==> src/rtl/thread_issue_if.sv <==
// Fetch/issue bus bundle for thread_issue.
//   imem_addr   : fetch address (issue stage -> instruction memory)
//   imem_data   : instruction word read combinationally at imem_addr
//   issue_valid : issue register holds an instruction
//   issue_ready : downstream accepts the issued instruction this cycle
//   issue_op/pc/tid/pre/pre_valid : issued instruction payload
// master = issue stage, slave = memory + downstream consumer.
interface thread_issue_if #(
  parameter int unsigned WIDTH = 16,
  parameter int unsigned TIDW  = 1
);
  logic [WIDTH-1:0] imem_addr;
  logic [WIDTH-1:0] imem_data;
  logic             issue_valid;
  logic             issue_ready;
  logic [WIDTH-1:0] issue_op;
  logic [WIDTH-1:0] issue_pc;
  logic [TIDW-1:0]  issue_tid;
  logic [3:0]       issue_pre;
  logic             issue_pre_valid;

  modport master (
    output imem_addr, issue_valid, issue_op, issue_pc, issue_tid,
           issue_pre, issue_pre_valid,
    input  imem_data, issue_ready
  );

  modport slave (
    input  imem_addr, issue_valid, issue_op, issue_pc, issue_tid,
           issue_pre, issue_pre_valid,
    output imem_data, issue_ready
  );
endinterface

==> src/rtl/thread_issue.sv <==
// Round-robin multithreaded fetch/issue stage with a single issue register.
// Each thread owns an interleaved PC (thread t starts at t, steps by NTHREADS),
// a halted flag and, optionally, a 4-bit prefix register.
// Ports:
//   clk, reset            : clock, asynchronous active-low reset
//   bus (master)          : imem_addr/imem_data fetch and issue_* handshake
//   redirect_valid/tid/pc : branch redirect from execute
//   halt_req/halt_tid     : stop one thread permanently (until reset)
//   thread_halted         : per-thread halted flags
//   halted                : all threads halted and issue register empty
// Optional feature macro: THREAD_ISSUE_PREFIX_EN -- words with [15:12]=4'hF
// are absorbed as prefixes for the next instruction of that thread.
module thread_issue #(
  parameter int unsigned WIDTH    = 16,
  parameter int unsigned NTHREADS = 2,
  parameter int unsigned TIDW     = 1
) (
  input  logic                clk,
  input  logic                reset,
  thread_issue_if.master      bus,
  input  logic                redirect_valid,
  input  logic [TIDW-1:0]     redirect_tid,
  input  logic [WIDTH-1:0]    redirect_pc,
  input  logic                halt_req,
  input  logic [TIDW-1:0]     halt_tid,
  output logic [NTHREADS-1:0] thread_halted,
  output logic                halted
);

  // Per-thread architectural state
  logic [WIDTH-1:0]    pc_q [NTHREADS];
  logic [NTHREADS-1:0] halt_q;
  logic [TIDW-1:0]     last_q;
  logic [WIDTH-1:0]    addr_hold_q;

  // Issue register
  logic                valid_q;
  logic [WIDTH-1:0]    op_q;
  logic [WIDTH-1:0]    ipc_q;
  logic [TIDW-1:0]     tid_q;

  logic [TIDW-1:0]     sel;
  logic [TIDW-1:0]     cand;
  logic                any_active;
  logic                fetch;
  logic                kill;
  logic                take;
  logic                absorb;

  // Round-robin pick: first non-halted thread after the last fetched one
  always_comb begin
    sel        = last_q;
    cand       = '0;
    any_active = 1'b0;
    for (int unsigned i = 1; i <= NTHREADS; i++) begin
      cand = TIDW'((32'(last_q) + i) % NTHREADS);
      if (!any_active && !halt_q[cand]) begin
        sel        = cand;
        any_active = 1'b1;
      end
    end
  end

  // A fetch is dropped when the same thread is redirected or halted this cycle
  always_comb begin
    fetch = any_active && (!valid_q || bus.issue_ready);
    kill  = (redirect_valid && (redirect_tid == sel)) ||
            (halt_req && (halt_tid == sel));
    take  = fetch && !kill;
  end

`ifdef THREAD_ISSUE_PREFIX_EN
  assign absorb = (bus.imem_data[15:12] == 4'hF);
`else
  assign absorb = 1'b0;
`endif

  // Address holds its last value once every thread is halted
  assign bus.imem_addr = any_active ? pc_q[sel] : addr_hold_q;

  // Thread PCs, halted flags, round-robin pointer
  always_ff @(posedge clk or negedge reset) begin
    if (!reset) begin
      for (int unsigned t = 0; t < NTHREADS; t++) begin
        pc_q[t] <= WIDTH'(t);
      end
      halt_q      <= '0;
      last_q      <= TIDW'(NTHREADS - 1);
      addr_hold_q <= '0;
    end else begin
      for (int unsigned t = 0; t < NTHREADS; t++) begin
        if (redirect_valid && (redirect_tid == TIDW'(t))) begin
          pc_q[t] <= redirect_pc;
        end else if (take && (sel == TIDW'(t))) begin
          pc_q[t] <= pc_q[t] + WIDTH'(NTHREADS);
        end
      end
      if (halt_req) begin
        halt_q[halt_tid] <= 1'b1;
      end
      if (fetch) begin
        last_q <= sel;
      end
      if (any_active) begin
        addr_hold_q <= pc_q[sel];
      end
    end
  end

  // Issue register: load on a kept fetch, drain on accept, squash on redirect
  always_ff @(posedge clk or negedge reset) begin
    if (!reset) begin
      valid_q <= 1'b0;
      op_q    <= '0;
      ipc_q   <= '0;
      tid_q   <= '0;
    end else begin
      if (take && !absorb) begin
        valid_q <= 1'b1;
        op_q    <= bus.imem_data;
        ipc_q   <= pc_q[sel];
        tid_q   <= sel;
      end else if (valid_q && bus.issue_ready) begin
        valid_q <= 1'b0;
      end else if (valid_q && redirect_valid && (tid_q == redirect_tid)) begin
        valid_q <= 1'b0;
      end
    end
  end

`ifdef THREAD_ISSUE_PREFIX_EN
  logic [3:0]          pre_q [NTHREADS];
  logic [NTHREADS-1:0] pre_v_q;
  logic [3:0]          ipre_q;
  logic                ipre_v_q;

  // Prefix capture per thread; consumed by the next issued word of that thread
  always_ff @(posedge clk or negedge reset) begin
    if (!reset) begin
      for (int unsigned t = 0; t < NTHREADS; t++) begin
        pre_q[t] <= '0;
      end
      pre_v_q  <= '0;
      ipre_q   <= '0;
      ipre_v_q <= 1'b0;
    end else begin
      for (int unsigned t = 0; t < NTHREADS; t++) begin
        if (redirect_valid && (redirect_tid == TIDW'(t))) begin
          pre_v_q[t] <= 1'b0;
        end else if (take && (sel == TIDW'(t))) begin
          if (absorb) begin
            pre_q[t]   <= bus.imem_data[3:0];
            pre_v_q[t] <= 1'b1;
          end else begin
            pre_v_q[t] <= 1'b0;
          end
        end
      end
      if (take && !absorb) begin
        ipre_q   <= pre_q[sel];
        ipre_v_q <= pre_v_q[sel];
      end
    end
  end

  assign bus.issue_pre       = ipre_q;
  assign bus.issue_pre_valid = ipre_v_q;
`else
  assign bus.issue_pre       = 4'h0;
  assign bus.issue_pre_valid = 1'b0;
`endif

  assign bus.issue_valid = valid_q;
  assign bus.issue_op    = op_q;
  assign bus.issue_pc    = ipc_q;
  assign bus.issue_tid   = tid_q;
  assign thread_halted   = halt_q;
  assign halted          = (&halt_q) & ~valid_q;

endmodule
==> src/flat_wrapper.sv <==
// flat-port wrapper written by rule: the top's interface ports become plain ports
module thread_issue_flat 
#(
  parameter int unsigned WIDTH    = 16,
  parameter int unsigned NTHREADS = 2,
  parameter int unsigned TIDW     = 1
)
  (clk, reset, redirect_valid, redirect_tid, redirect_pc, halt_req, halt_tid, thread_halted, halted, bus_imem_addr, bus_issue_valid, bus_issue_op, bus_issue_pc, bus_issue_tid, bus_issue_pre, bus_issue_pre_valid, bus_imem_data, bus_issue_ready);
  thread_issue_if #(.WIDTH(WIDTH), .TIDW(TIDW)) bus_i ();
  input  logic clk;
  input  logic reset;
  input  logic redirect_valid;
  input  logic [TIDW-1:0] redirect_tid;
  input  logic [WIDTH-1:0] redirect_pc;
  input  logic halt_req;
  input  logic [TIDW-1:0] halt_tid;
  output logic [NTHREADS-1:0] thread_halted;
  output logic halted;
  output wire logic [$bits(bus_i.imem_addr)-1:0] bus_imem_addr;
  output wire logic [$bits(bus_i.issue_valid)-1:0] bus_issue_valid;
  output wire logic [$bits(bus_i.issue_op)-1:0] bus_issue_op;
  output wire logic [$bits(bus_i.issue_pc)-1:0] bus_issue_pc;
  output wire logic [$bits(bus_i.issue_tid)-1:0] bus_issue_tid;
  output wire logic [$bits(bus_i.issue_pre)-1:0] bus_issue_pre;
  output wire logic [$bits(bus_i.issue_pre_valid)-1:0] bus_issue_pre_valid;
  input wire logic [$bits(bus_i.imem_data)-1:0] bus_imem_data;
  input wire logic [$bits(bus_i.issue_ready)-1:0] bus_issue_ready;
  assign bus_imem_addr = bus_i.imem_addr;
  assign bus_issue_valid = bus_i.issue_valid;
  assign bus_issue_op = bus_i.issue_op;
  assign bus_issue_pc = bus_i.issue_pc;
  assign bus_issue_tid = bus_i.issue_tid;
  assign bus_issue_pre = bus_i.issue_pre;
  assign bus_issue_pre_valid = bus_i.issue_pre_valid;
  assign bus_i.imem_data = bus_imem_data;
  assign bus_i.issue_ready = bus_issue_ready;
  thread_issue #(.WIDTH(WIDTH), .NTHREADS(NTHREADS), .TIDW(TIDW)) u_core (.clk(clk), .reset(reset), .bus(bus_i), .redirect_valid(redirect_valid), .redirect_tid(redirect_tid), .redirect_pc(redirect_pc), .halt_req(halt_req), .halt_tid(halt_tid), .thread_halted(thread_halted), .halted(halted));
endmodule
==> config.mk <==
export PLATFORM = sky130hd
export DESIGN_NAME = thread_issue_flat
export DESIGN_NICKNAME = d
export VERILOG_FILES = /design/src/rtl/thread_issue_if.sv /design/src/rtl/thread_issue.sv /design/src/flat_wrapper.sv
export SDC_FILE = /design/constraint.sdc
export NUM_CORES = 1
export LEC_CHECK = 0
export ABC_AREA = 1
export BUFFER_PORTS_ARGS = -buffer_cell sky130_fd_sc_hd__buf_2
export CAP_MARGIN = 15
export CORE_ASPECT_RATIO = 0.6
export CORE_MARGIN = 3
export CORE_UTILIZATION = 36
export DETAILED_ROUTE_END_ITERATION = 10
export GPL_TIMING_DRIVEN = 0
export PLACE_DENSITY = 0.55
export SLEW_MARGIN = 10
export SYNTH_ARGS = -nofsm -noshare
export SYNTH_HDL_FRONTEND = slang
export SYNTH_SLANG_ARGS = --single-unit
==> constraint.sdc <==
create_clock -name clk -period 1.7 [get_ports clk]
set_input_delay 0.17 -clock clk [delete_from_list [all_inputs] [get_ports clk]]
set_output_delay 0.17 -clock clk [all_outputs]
set_load 0.02 [all_outputs]
# Yosys cells after proc, flatten, opt, wreduce, memory -nomap -nowiden
# Cells that the tools add are included.
dict set report word_totals {
  register_bits 85
  input_bits 39
  output_inout_bits 58
  word_cells 70
}
dict set report classes {
  n_addsub 4
  magnitude_cmp 5
  eq_ne 3
  n_mux 21
  bitwise 6
  reduce_logical 22
}
# cell count
set op_table {}
lappend op_table {{16-bit 2-to-1 mux} 8}
lappend op_table {{16-bit by 2-bit adder with 16-bit output (second input constant)} 2}
lappend op_table {{1-bit logical AND} 13}
lappend op_table {{1-bit 2-to-1 mux} 12}
lappend op_table {{1-bit by 2-bit less-than comparator with 1-bit output (second input constant)} 3}
lappend op_table {{2-bit nonzero test} 2}
lappend op_table {{1-bit == test} 3}
lappend op_table {{1-bit zero test} 3}
lappend op_table {{1-bit inverter} 3}
lappend op_table {{3-bit nonzero test} 1}
lappend op_table {{1-bit adder (second input constant)} 2}
lappend op_table {{2-bit greater-or-equal comparator (second input constant)} 1}
lappend op_table {{1-bit logical OR} 2}
lappend op_table {{1-bit inverter with 2-bit output} 1}
lappend op_table {{2-bit bitwise OR} 1}
lappend op_table {{2-bit AND reduction} 1}
lappend op_table {{1-bit AND} 1}
lappend op_table {{1-bit demux with 1-bit select} 1}
lappend op_table {{1-bit greater-or-equal comparator (second input constant)} 1}

# Logic depth before layout (Yosys ltp)
# Gate-level depths: netlist (run 1).
dict set report depth {
  word_depth 14
  mapped_depth 11
  ltp_nobuf 10
}

# Worst setup path after synthesis (run 1)
# No wires, ideal clock.
dict set report synth_path {
  path_type {reg2reg}
  from {reg u_core.halt_q[1] (netlist: u_core.thread_halted[1])}
  to {reg u_core.addr_hold_q[0]}
  setup_time_ps 175
  t_arrival_ps 1548
  required_time_ps 1525
  path_slack_ps -24
  stages_incl_launch_ff 5
  n_path_buf 1
  period_less_slack_ps 1724
  path_cell_list {dfrtp_1 -> o21ai_2 -> clkbuf_1 -> nand2_1 -> a31oi_1}
}
dict set report synth_between {
  elab_chain_len 10
  word_cells_on_any_way 15
  cone_classes {mux (12); bitwise (1); reduce/logical (2)}
}
# element line_no
set synth_lines {}
lappend synth_lines {{start, declared} thread_issue.sv:32} ;# logic [NTHREADS-1:0] halt_q;
lappend synth_lines {{start signal, assigned} thread_issue.sv:87} ;# halt_q <= '0;
lappend synth_lines {{start signal, assigned by index} thread_issue.sv:99} ;# halt_q[halt_tid] <= 1'b1;
lappend synth_lines {{1-bit 2-to-1 mux (implied by the code) (2 in series)} thread_issue.sv:57} ;# if (!any_active && !halt_q[cand]) begin
lappend synth_lines {{1-bit zero test} thread_issue.sv:57}
lappend synth_lines {{1-bit logical AND} thread_issue.sv:57}
lappend synth_lines {{1-bit 2-to-1 mux} thread_issue.sv:57}
lappend synth_lines {{1-bit inverter with 2-bit output} --}
lappend synth_lines {{16-bit 2-to-1 mux (3 in series)} --}
lappend synth_lines {{16-bit 2-to-1 mux *} --}
lappend synth_lines {{via bus_imem_addr[0]} flat_wrapper.sv:19} ;# output wire logic [$bits(bus_i.imem_addr)-1:0] bus_imem_addr;
lappend synth_lines {{end signal, assigned} thread_issue.sv:105} ;# addr_hold_q <= pc_q[sel];
lappend synth_lines {{end, declared} thread_issue.sv:34} ;# logic [WIDTH-1:0] addr_hold_q;
# Mark *: on every way through the listed nets, which the timed path passes. The rest lies on a longest branch. The select of a mux whose other input is x is not followed.
# A chain may end at the register's enable or synchronous reset.

# Final worst setup path (run 1)
dict set report layout_path {
  from {reg u_core.last_q}
  to {out bus_imem_addr[12]}
}
dict set report layout_between {
  elab_chain_len 11
  word_cells_on_any_way 17
  cone_classes {add/sub (2); mux (12); bitwise (1); reduce/logical (2)}
}
# element line_no
set layout_lines {}
lappend layout_lines {{start, declared} thread_issue.sv:33} ;# logic [TIDW-1:0] last_q;
lappend layout_lines {{start signal, assigned} thread_issue.sv:88} ;# last_q <= TIDW'(NTHREADS - 1);
lappend layout_lines {{start signal, assigned} thread_issue.sv:102} ;# last_q <= sel;
lappend layout_lines {{1-bit adder} thread_issue.sv:56} ;# cand = TIDW'((32'(last_q) + i) % NTHREADS);
lappend layout_lines {{1-bit 2-to-1 mux (implied by the code) (2 in series)} thread_issue.sv:57}
lappend layout_lines {{1-bit zero test} thread_issue.sv:57}
lappend layout_lines {{1-bit logical AND} thread_issue.sv:57}
lappend layout_lines {{1-bit 2-to-1 mux} thread_issue.sv:57}
lappend layout_lines {{1-bit inverter with 2-bit output (implied by the code)} thread_issue.sv:79} ;# assign bus.imem_addr = any_active ? pc_q[sel] : addr_hold_q;
lappend layout_lines {{16-bit 2-to-1 mux (implied by the code) (3 in series)} thread_issue.sv:79}
lappend layout_lines {{16-bit 2-to-1 mux *} thread_issue.sv:79}
lappend layout_lines {{end, declared} flat_wrapper.sv:19}
# Mark *: on every way between the ends. The rest lies on a longest branch, timed or not. The select of a mux whose other input is x is not followed.

==> run metrics, run 1 <==
outcome complete, but fails checks; failing checks setup timing; core area 0.0117 mm^2; Synth top area share 46.4%; Worst Tran Pin Value 0.643 ns; die height 92.3 um; Syn. warnings 0; total wire length 14.8 mm; max frequency 0.505 GHz; final hold viol count 0; cell taking the most area after synthesis dfrtp_1; Startpoint Class register; number of port buffers 91; ant diodes 0; GR Overflow Total 0; Req. time, crit path 1.53 ns; LEAKAGE 3.54 nW; Post-synth EDFFs 0; FF+latch count, synth 85; share of layout cells above drive strength 1 34.7%; clock root buffer clkbuf_16; IR drop worst, VDD 0.812 mV; I/O Pins 97; Final setup viols 66; total global-route track usage 21.5%; Worst Skew 0.00681 ns; Slew HR 57.1%; CTS Buf Count 9; Synth cell types 32; Starting Density 38.2%; final worst-path cycle share 117%; Nets 832; Pwr Density 1430 mW/mm^2; Final Power 9.55 mW; DR vias 4680; Setup Slack @ Placement -0.347 ns; largest net degree at the start of global routing 45; Final min period 1.98 ns; crit-path max FO 8; top post-synthesis cells by area dfrtp_1 46%, nand2_1 25%, nand3_1 5.5%; drt wl/cell 15.4 um; Initial DRT Pass Iterations 5; max-cap violations 0; clock sink total 85; Final Worst Setup Slack -0.281 ns; crit end category output pin; Setup Total Neg Slack -11.45 ns; Die X 150 um; hold slack 0.0220 ns; RSZ-0062 raised after global routing true; GP Congestion 0.913; die area 0.0138 mm^2; Final HPWL DP 10.4 mm; 1st-iter DRT viols 371; Max Transition Viols Final 0; Setup CP Type reg2out; class of the worst hold path in2reg; clk_lat worst skew 0.34 ns; CTS clk-pin slew, worst paths 0.07 ns; Post-Syn Area per Cell 7.18 um^2; DRC 0; prevailing post-synth register cell dfrtp_1; vias in the first global route 4449; Mapped Cells 623; first-pass GRT wire length 23.1 mm; initial antenna violation count 0; asr flop ratio synth 100%; maximum clock insertion buffer count 2; Final Util 57.1%; H-tree depth 3; Core Rows 30; Area Growth Syn to Fin 49.5%; Crit path arrival time 1.81 ns; TritonCTS clock tree yes; post-route ant nets 0; post-synthesis sequential area ratio 47.6%; Vias/cell 4.90; synthesized cell area 0.00447 mm^2
==> layout make-up <==
| cell class | instances | area, um^2 |
|---|---|---|
| Sequential cell | 85 | 2130 |
| Tap cell | 160 | 200 |
| Buffer | 26 | 245 |
| Clock inverter | 7 | 66.3 |
| Clock buffer | 9 | 225 |
| Multi-Input combinational cell | 475 | 2420 |
| Timing Repair Buffer | 154 | 1240 |
| Fill cell | 1095 | 5020 |
| Inverter | 40 | 164 |
==> synthesized netlist by cell type, types with 2 or more instances <==
master and count:
a21o_1 2, a21oi_1 5, a31oi_1 5, buf_1 3
buf_2 7, buf_4 10, clkbuf_1 7, dfrtp_1 83
dfstp_2 2, ha_1 2, inv_1 35, inv_2 4
nand2_1 294, nand2_2 4, nand3_1 49, nand3_2 2
nand4_1 8, nor2_1 45, nor2_2 2, nor3_1 4
o21ai_0 30, o22ai_1 3, or2_2 2, xnor2_1 2
xor2_1 6
==> flip-flops by register name, indices dropped and copies added, names as in the netlist <==
signal                  flops
u_core.pc_q                32
u_core.bus.issue_valid      1
u_core.addr_hold_q         16
u_core.bus.issue_tid        1
u_core.bus.issue_op        16
u_core.thread_halted        2
u_core.bus.issue_pc        16
u_core.last_q               1
==> logic make-up after synthesis <==
logic type,after synthesis,share of synthesized area (%)
AOI/OAI and AO/OA,48,6.02
xor gates and xnor gates,8,1.57
adders and majority gates,2,0.560
buffers and inverters,67,6.66
DFF,85,47.6
other,1,0.0839
and+or+nand+nor,412,37.5
==> metal layers <==
layer / up-vias / routed length (um) / track usage, %
li1: 2296 / - / -
met1: 2189 / 7420 / 33.4
met2: 188 / 5970 / 29.5
met3: 7 / 1270 / 6.01
met4: 0 / 99 / 4.26
met5: - / 0 / 0
==> stage by stage <==
stage | instance area [um^2] | std cells
after floorplan | 4500 | 627
after detailed placement | 5180 | 879
after CTS | 6330 | 941
final | 6690 | 956
after global placement | 5150 | 878
after global routing | 6690 | 956
==> repair_timing <==
item,CTS,global route
setup endpoints to repair,83,81
hold buffers,1,0
setup buffers,38,14
endpoints found under the hold margin,43,0
pin swaps,21,25
gates resized for setup,145,50
cloned,8,2
==> critical path: stages (launching register included) <==
cell and delay, ns:
dfstp_2 0.58, nand2_2 0.08, o21ai_4 0.07, buf_12 0.16
buf_8 0.14, nand2_2 0.08, o21ai_4 0.08, nand2_2 0.07
nand2_2 0.09, buf_6 0.12
==> cells in the final DEF (no fill, tap or decap), types with 5 or more instances in the layout <==
master     instances
nand2_4            9
buf_12             5
buf_6             30
nor2_2             6
buf_4             48
o21ai_0           15
conb_1             5
clkbuf_16         11
nand4_1            8
o21ai_2           10
dfrtp_1           82
nand2_2           30
buf_2             76
nor2_1            40
inv_1             33
xor2_1             6
buf_8              9
nand3_1           46
a21oi_1            5
o21ai_4            5
nand2_1          257
==> path summary, 6_finish.rpt <==
kind | start | end | slack [ns] | cells past startpoint
worst min-delay path | bus_imem_data[6] | u_core.bus.issue_op[6] | 0.02 | 3
worst max register to register | u_core.last_q | u_core.bus.issue_op[1] | -0.21 | 11
worst max-delay path | u_core.last_q | bus_imem_addr[12] | -0.28 | 9
worst min register to register | u_core.addr_hold_q[1] | u_core.addr_hold_q[1] | 0.48 | 2
max in group asynchronous | reset | u_core.pc_q[0] | 0.67 | 3
min in group asynchronous | reset | u_core.bus.issue_op[3] | 0.37 | 2
==> where the power goes <==
group	internal (mW)	switching, mW
combinational	1.98	2.45
clock	1.02	0.901
sequential	2.69	0.510
(Power assumes the default switching activity.)
==> run 2, diff against run 1 <==
CORE_MARGIN = 2   (was 3)
SETUP_SLACK_MARGIN = 0.02   (was not set)
SKIP_CTS_REPAIR_TIMING = 1   (was not set)
==> run 2 against run 1 <==
Net effect:
- the flow still finishes with violations (setup timing)
- largest power group unchanged
- setup slack lost 0.045 ns
- clock power grew 6%
- utilization shrank 3.6 points
- highest routed layer unchanged
- critical path type unchanged
- critical endpoint is now bus_imem_addr[1]
==> run metrics, run 2 (synthesized netlist as in run 1, its figures left out) <==
initial antenna violation count 0; Die X 148 um; Setup crit start u_core.last_q; clk_lat worst skew 0.35 ns; Setup CP Type reg2out; final worst-path cycle share 119%; core area 0.0121 mm^2; die area 0.0134 mm^2; Worst Tran Pin Value 0.657 ns; Final HPWL DP 10.2 mm; Slew HR 56.2%; Final setup viols 75; Final min period 2.03 ns; TritonCTS clock tree yes; H-tree depth 3; area of the multi-input gates 0.00241 mm^2; fill cell total of the finished layout 1176; ant diodes 0; RSZ-0062 raised after global routing true; Nets 813; worst r2r src u_core.last_q; sequential share of power 34.3%; Req. time, crit path 1.53 ns; total global-route track usage 20.4%; IR drop worst, VDD 0.720 mV; Worst Skew 0.00647 ns; Initial DRT Pass Iterations 5; Startpoint Class register; GR Overflow Total 0; crit-path max FO 5; drt wl/cell 15.8 um; Final Worst Setup Slack -0.326 ns; maximum clock insertion buffer count 2; post-route ant nets 0; Starting Density 37.0%; total wire length 14.9 mm; CTS clk-pin slew, worst paths 0.07 ns; max-cap violations 0; clock sink total 85; Core Rows 31; first-pass GRT wire length 21.4 mm; Sw Share 40.5%; sequential cell area 0.00213 mm^2; Setup Total Neg Slack -9.64 ns; share of layout cells above drive strength 1 32.6%; crit end category output pin; LEAKAGE 3.38 nW; family with the most delay on the worst path flip-flops; Crit path arrival time 1.86 ns; largest net degree at the start of global routing 47; Clk pwr share 21.6%; Largest register FFs 32; Final Power 9.39 mW; most common cell after layout, fill and taps aside nand2_1; Worst Min Path Start bus_imem_data[8]; clock root buffer clkbuf_16; crit-path cells nand2_4 -> o21ai_4 -> buf_6 -> nand2_1 -> o21ai_2 -> nand2_1 -> nand2_2 -> buf_6; GP Congestion 0.862; CP peak stage delay 0.62 ns; failing checks setup timing; class of the worst hold path in2reg; outcome complete, but fails checks; final hold viol count 0; max frequency 0.493 GHz; Area Growth Syn to Fin 44.7%; CP max-delay cell dfstp_2; Max Transition Viols Final 0; Vias/cell 4.96; largest reg by FF count u_core.pc_q; number of port buffers 91; 1st-iter DRT viols 319; DRC 0; P_sw 3.80 mW; die height 90.3 um; DR vias 4675; most frequent cells in the layout 261 x nand2_1, 81 x dfrtp_1, 77 x buf_2; Logic pwr share 44.1%; crit path buf inv count 2; I/O Pins 97; Cell Int Power 5.59 mW; Pwr Density 1450 mW/mm^2; vias in the first global route 4008; CTS Buf Count 9; Final Util 53.5%
[run 2: final cells by class]
class	instances	share of cell area, %
Multi-Input combinational cell	476	37.3
Clock buffer	9	3.48
Timing Repair Buffer	133	15.4
Tap cell	165	3.19
Clock inverter	7	1.16
Sequential cell	85	32.9
Inverter	40	2.65
Buffer	27	3.91
[run 2: routing by layer]
metal / wire, um / track usage (%) / share of wire, %
met2: 6140 / 28.6 / 41
met3: 1110 / 4.70 / 7.5
met1: 7540 / 32.4 / 51
met5: 0 / 0 / 0
met4: 82 / 3.10 / 0.55
[run 2: path summary, 6_finish.rpt]
| kind | slack (ns) | cells after the start | to |
|---|---|---|---|
| setup / recovery | -0.33 | 8 | bus_imem_addr[1] |
| hold / removal | 0.01 | 3 | u_core.bus.issue_op[8] |
| setup reg to reg | -0.22 | 11 | u_core.pc_q[4] |
| hold reg to reg | 0.48 | 2 | u_core.bus.issue_pc[6] |
| max in group asynchronous | 0.65 | 3 | u_core.bus.issue_pc[9] |
| min in group asynchronous | 0.40 | 2 | u_core.thread_halted[1] |
[run 2: worst register-to-register path, delay by kind of cell, from the launching register on]
| family | cells | cell delay (ns) |
|---|---|---|
| DFF | 1 | 0.62 |
| buffers and inverters | 4 | 0.51 |
| and+or+nand+nor | 6 | 0.48 |
| AOI/OAI and AO/OA | 1 | 0.26 |
[run 2: metrics by stage]
step	hold slack [ns]	instances	setup WS [ns]	instance area, um^2
final	0.0130	942	-0.326	6470
after global routing	0.0128	942	-0.407	6470
after CTS	-0.123	900	-0.758	5480
after detailed placement	0.236	884	-0.372	5180
after global placement	0.366	883	-0.358	5160
after floorplan	-0.126	627	0.0752	4500
[run 2: power groups by stage]
stage | sequential (mW) | combinational (mW) | clock [mW]
after floorplan | 3.50 | 1.52 | 0
after global placement | 3.18 | 2.83 | 0
after detailed placement | 3.20 | 2.89 | 0
after CTS | 3.17 | 2.90 | 2.05
after global routing | 3.30 | 4.47 | 2.16
final | 3.22 | 4.14 | 2.03
==> run 3, diff against run 2 <==
RECOVER_POWER = 100   (was not set)
clock period = 2.35 ns   (was 1.7 ns; I/O delays follow)
==> run 3 against run 2 <==
Net effect:
- the run now ends clean
- hold slack improved by 0.076 ns
- count of clock-buffer cells in the layout rose by 1
- sequential cell count stayed put
- via count shrank 6.0%
- highest routed layer unchanged
- setup slack improved by 0.46 ns
- global-route usage increased by 0.39 points
- critical endpoint is now bus_imem_addr[4]
- cell area decreased by 15%
==> run metrics, run 3 (synthesized netlist as in run 1, its figures left out) <==
Area Growth Syn to Fin 22.4%; Setup CP Type reg2out; Pwr Density 1110 mW/mm^2; clock sink total 85; Final min period 2.22 ns; IR drop worst, VDD 0.461 mV; DRC 0; Final setup viols 0; GR Overflow Total 0; core area 0.0121 mm^2; final hold viol count 0; reg2reg end u_core.pc_q[6]; number of port buffers 91; non-filler cells, final 901; TritonCTS clock tree yes; clock root buffer clkbuf_16; worst r2r src u_core.last_q; Die X 148 um; H-tree depth 3; CTS clk-pin slew, worst paths 0.07 ns; Setup Slack @ Placement 0.240 ns; Worst Tran Pin Value 1.08 ns; Worst Skew 0.00643 ns; Area after DPL 0.00518 mm^2; FF-to-FF path depth 9; Placed Instances 884; post-route ant nets 0; Crit path arrival time 1.98 ns; Final Worst Setup Slack 0.134 ns; RSZ-0062 raised after global routing true; hold path endpoint u_core.bus.issue_op[10]; Initial DRT Pass Iterations 5; Worst Min Path Start bus_imem_data[10]; maximum clock insertion buffer count 2; crit-path max FO 10; Final HPWL DP 10.3 mm; hold slack 0.0889 ns; initial antenna violation count 0; Max Transition Viols Final 0; outcome finished, final reports clean; Largest register FFs 32; CTS Buf Count 9; DR vias 4395; I/O Pins 97; Nets 772; die area 0.0134 mm^2; max frequency 0.451 GHz; Hold Crit Depth 3; class of the worst hold path in2reg; Final Util 45.2%; final worst-path cycle share 94.3%; Final Power 6.05 mW; Req. time, crit path 2.12 ns; Startpoint Class register; Core Rows 31; first-pass GRT wire length 21.8 mm; most frequent cells in the layout 297 x nand2_1, 83 x dfrtp_1, 50 x nand3_1; largest net degree at the start of global routing 47; max-cap violations 0; LEAKAGE 2.89 nW; ant diodes 0; design area 0.00547 mm^2; die height 90.3 um; share of layout cells above drive strength 1 14.3%; largest reg by FF count u_core.pc_q; 1st-iter DRT viols 320; total wire length 13.4 mm; reg2reg setup slack 0.15 ns; most common cell after layout, fill and taps aside nand2_1; Starting Density 37.0%; drt wl/cell 14.9 um; GP Congestion 0.868; Setup Total Neg Slack 0 ns; Slew HR 28.3%; vias in the first global route 4141; crit end category output pin; clk_lat worst skew 0.34 ns; total global-route track usage 20.8%; Vias/cell 4.88
[run 3: changes by cell type in the layout (fill, tap and decap cells not counted), sizes merged]
cell and change:
buf -98, clkbuf +59, clkinv -5, inv +3, bufinv +2, clkinvlp -1, o21ai -1
[run 3: worst max-delay path: stages, from the launching register on]
cell and delay (ns):
dfstp_2 0.57, nand2_1 0.10, o21ai_4 0.13, buf_4 0.23, nand2_1 0.07, o21ai_0 0.15, nand2_1 0.09, nand2_1 0.12
clkbuf_2 0.19
[run 3: report_power, final]
group | internal, mW | switching, mW | leakage (nW) | total [mW]
registers | 1.95 | 0.352 | 1.06 | 2.30
logic | 0.636 | 1.41 | 1.66 | 2.04
clock network | 1.08 | 0.625 | 0.174 | 1.70
total | 3.66 | 2.38 | 2.89 | 6.05
[run 3: cell type report]
cell class	count	area, um^2
buffer	27	150
multi-input combinational	475	2050
timing repair buffer	93	429
inverter	40	150
clock buffer	10	239
fill	1266	6630
sequential	85	2130
clock inverter	6	116
tap	165	206
[run 3: worst max-delay path by stage]
stage / from / to / slack [ns] / cells after the start
after detailed placement: u_core.thread_halted[1] / bus_imem_addr[13] / 0.24 / 7
after global placement: reset / u_core.bus.issue_op[0] / 0.22 / 1
after CTS: u_core.thread_halted[1] / bus_imem_addr[13] / -0.13 / 7
final: u_core.last_q / bus_imem_addr[4] / 0.13 / 8
after floorplan: u_core.thread_halted[1] / bus_imem_addr[0] / 0.57 / 4
after global routing: u_core.last_q / bus_imem_addr[13] / 0.0004 / 8
[run 3: layer usage]
layer  track usage, %  vias up  share of wire [%]
met3             5.05       15                8.1
met5                0        -                  0
met2             28.3      164                 40
met1             33.2     2051                 51
met4             4.29        0               0.96
li1                 -     2165                  -
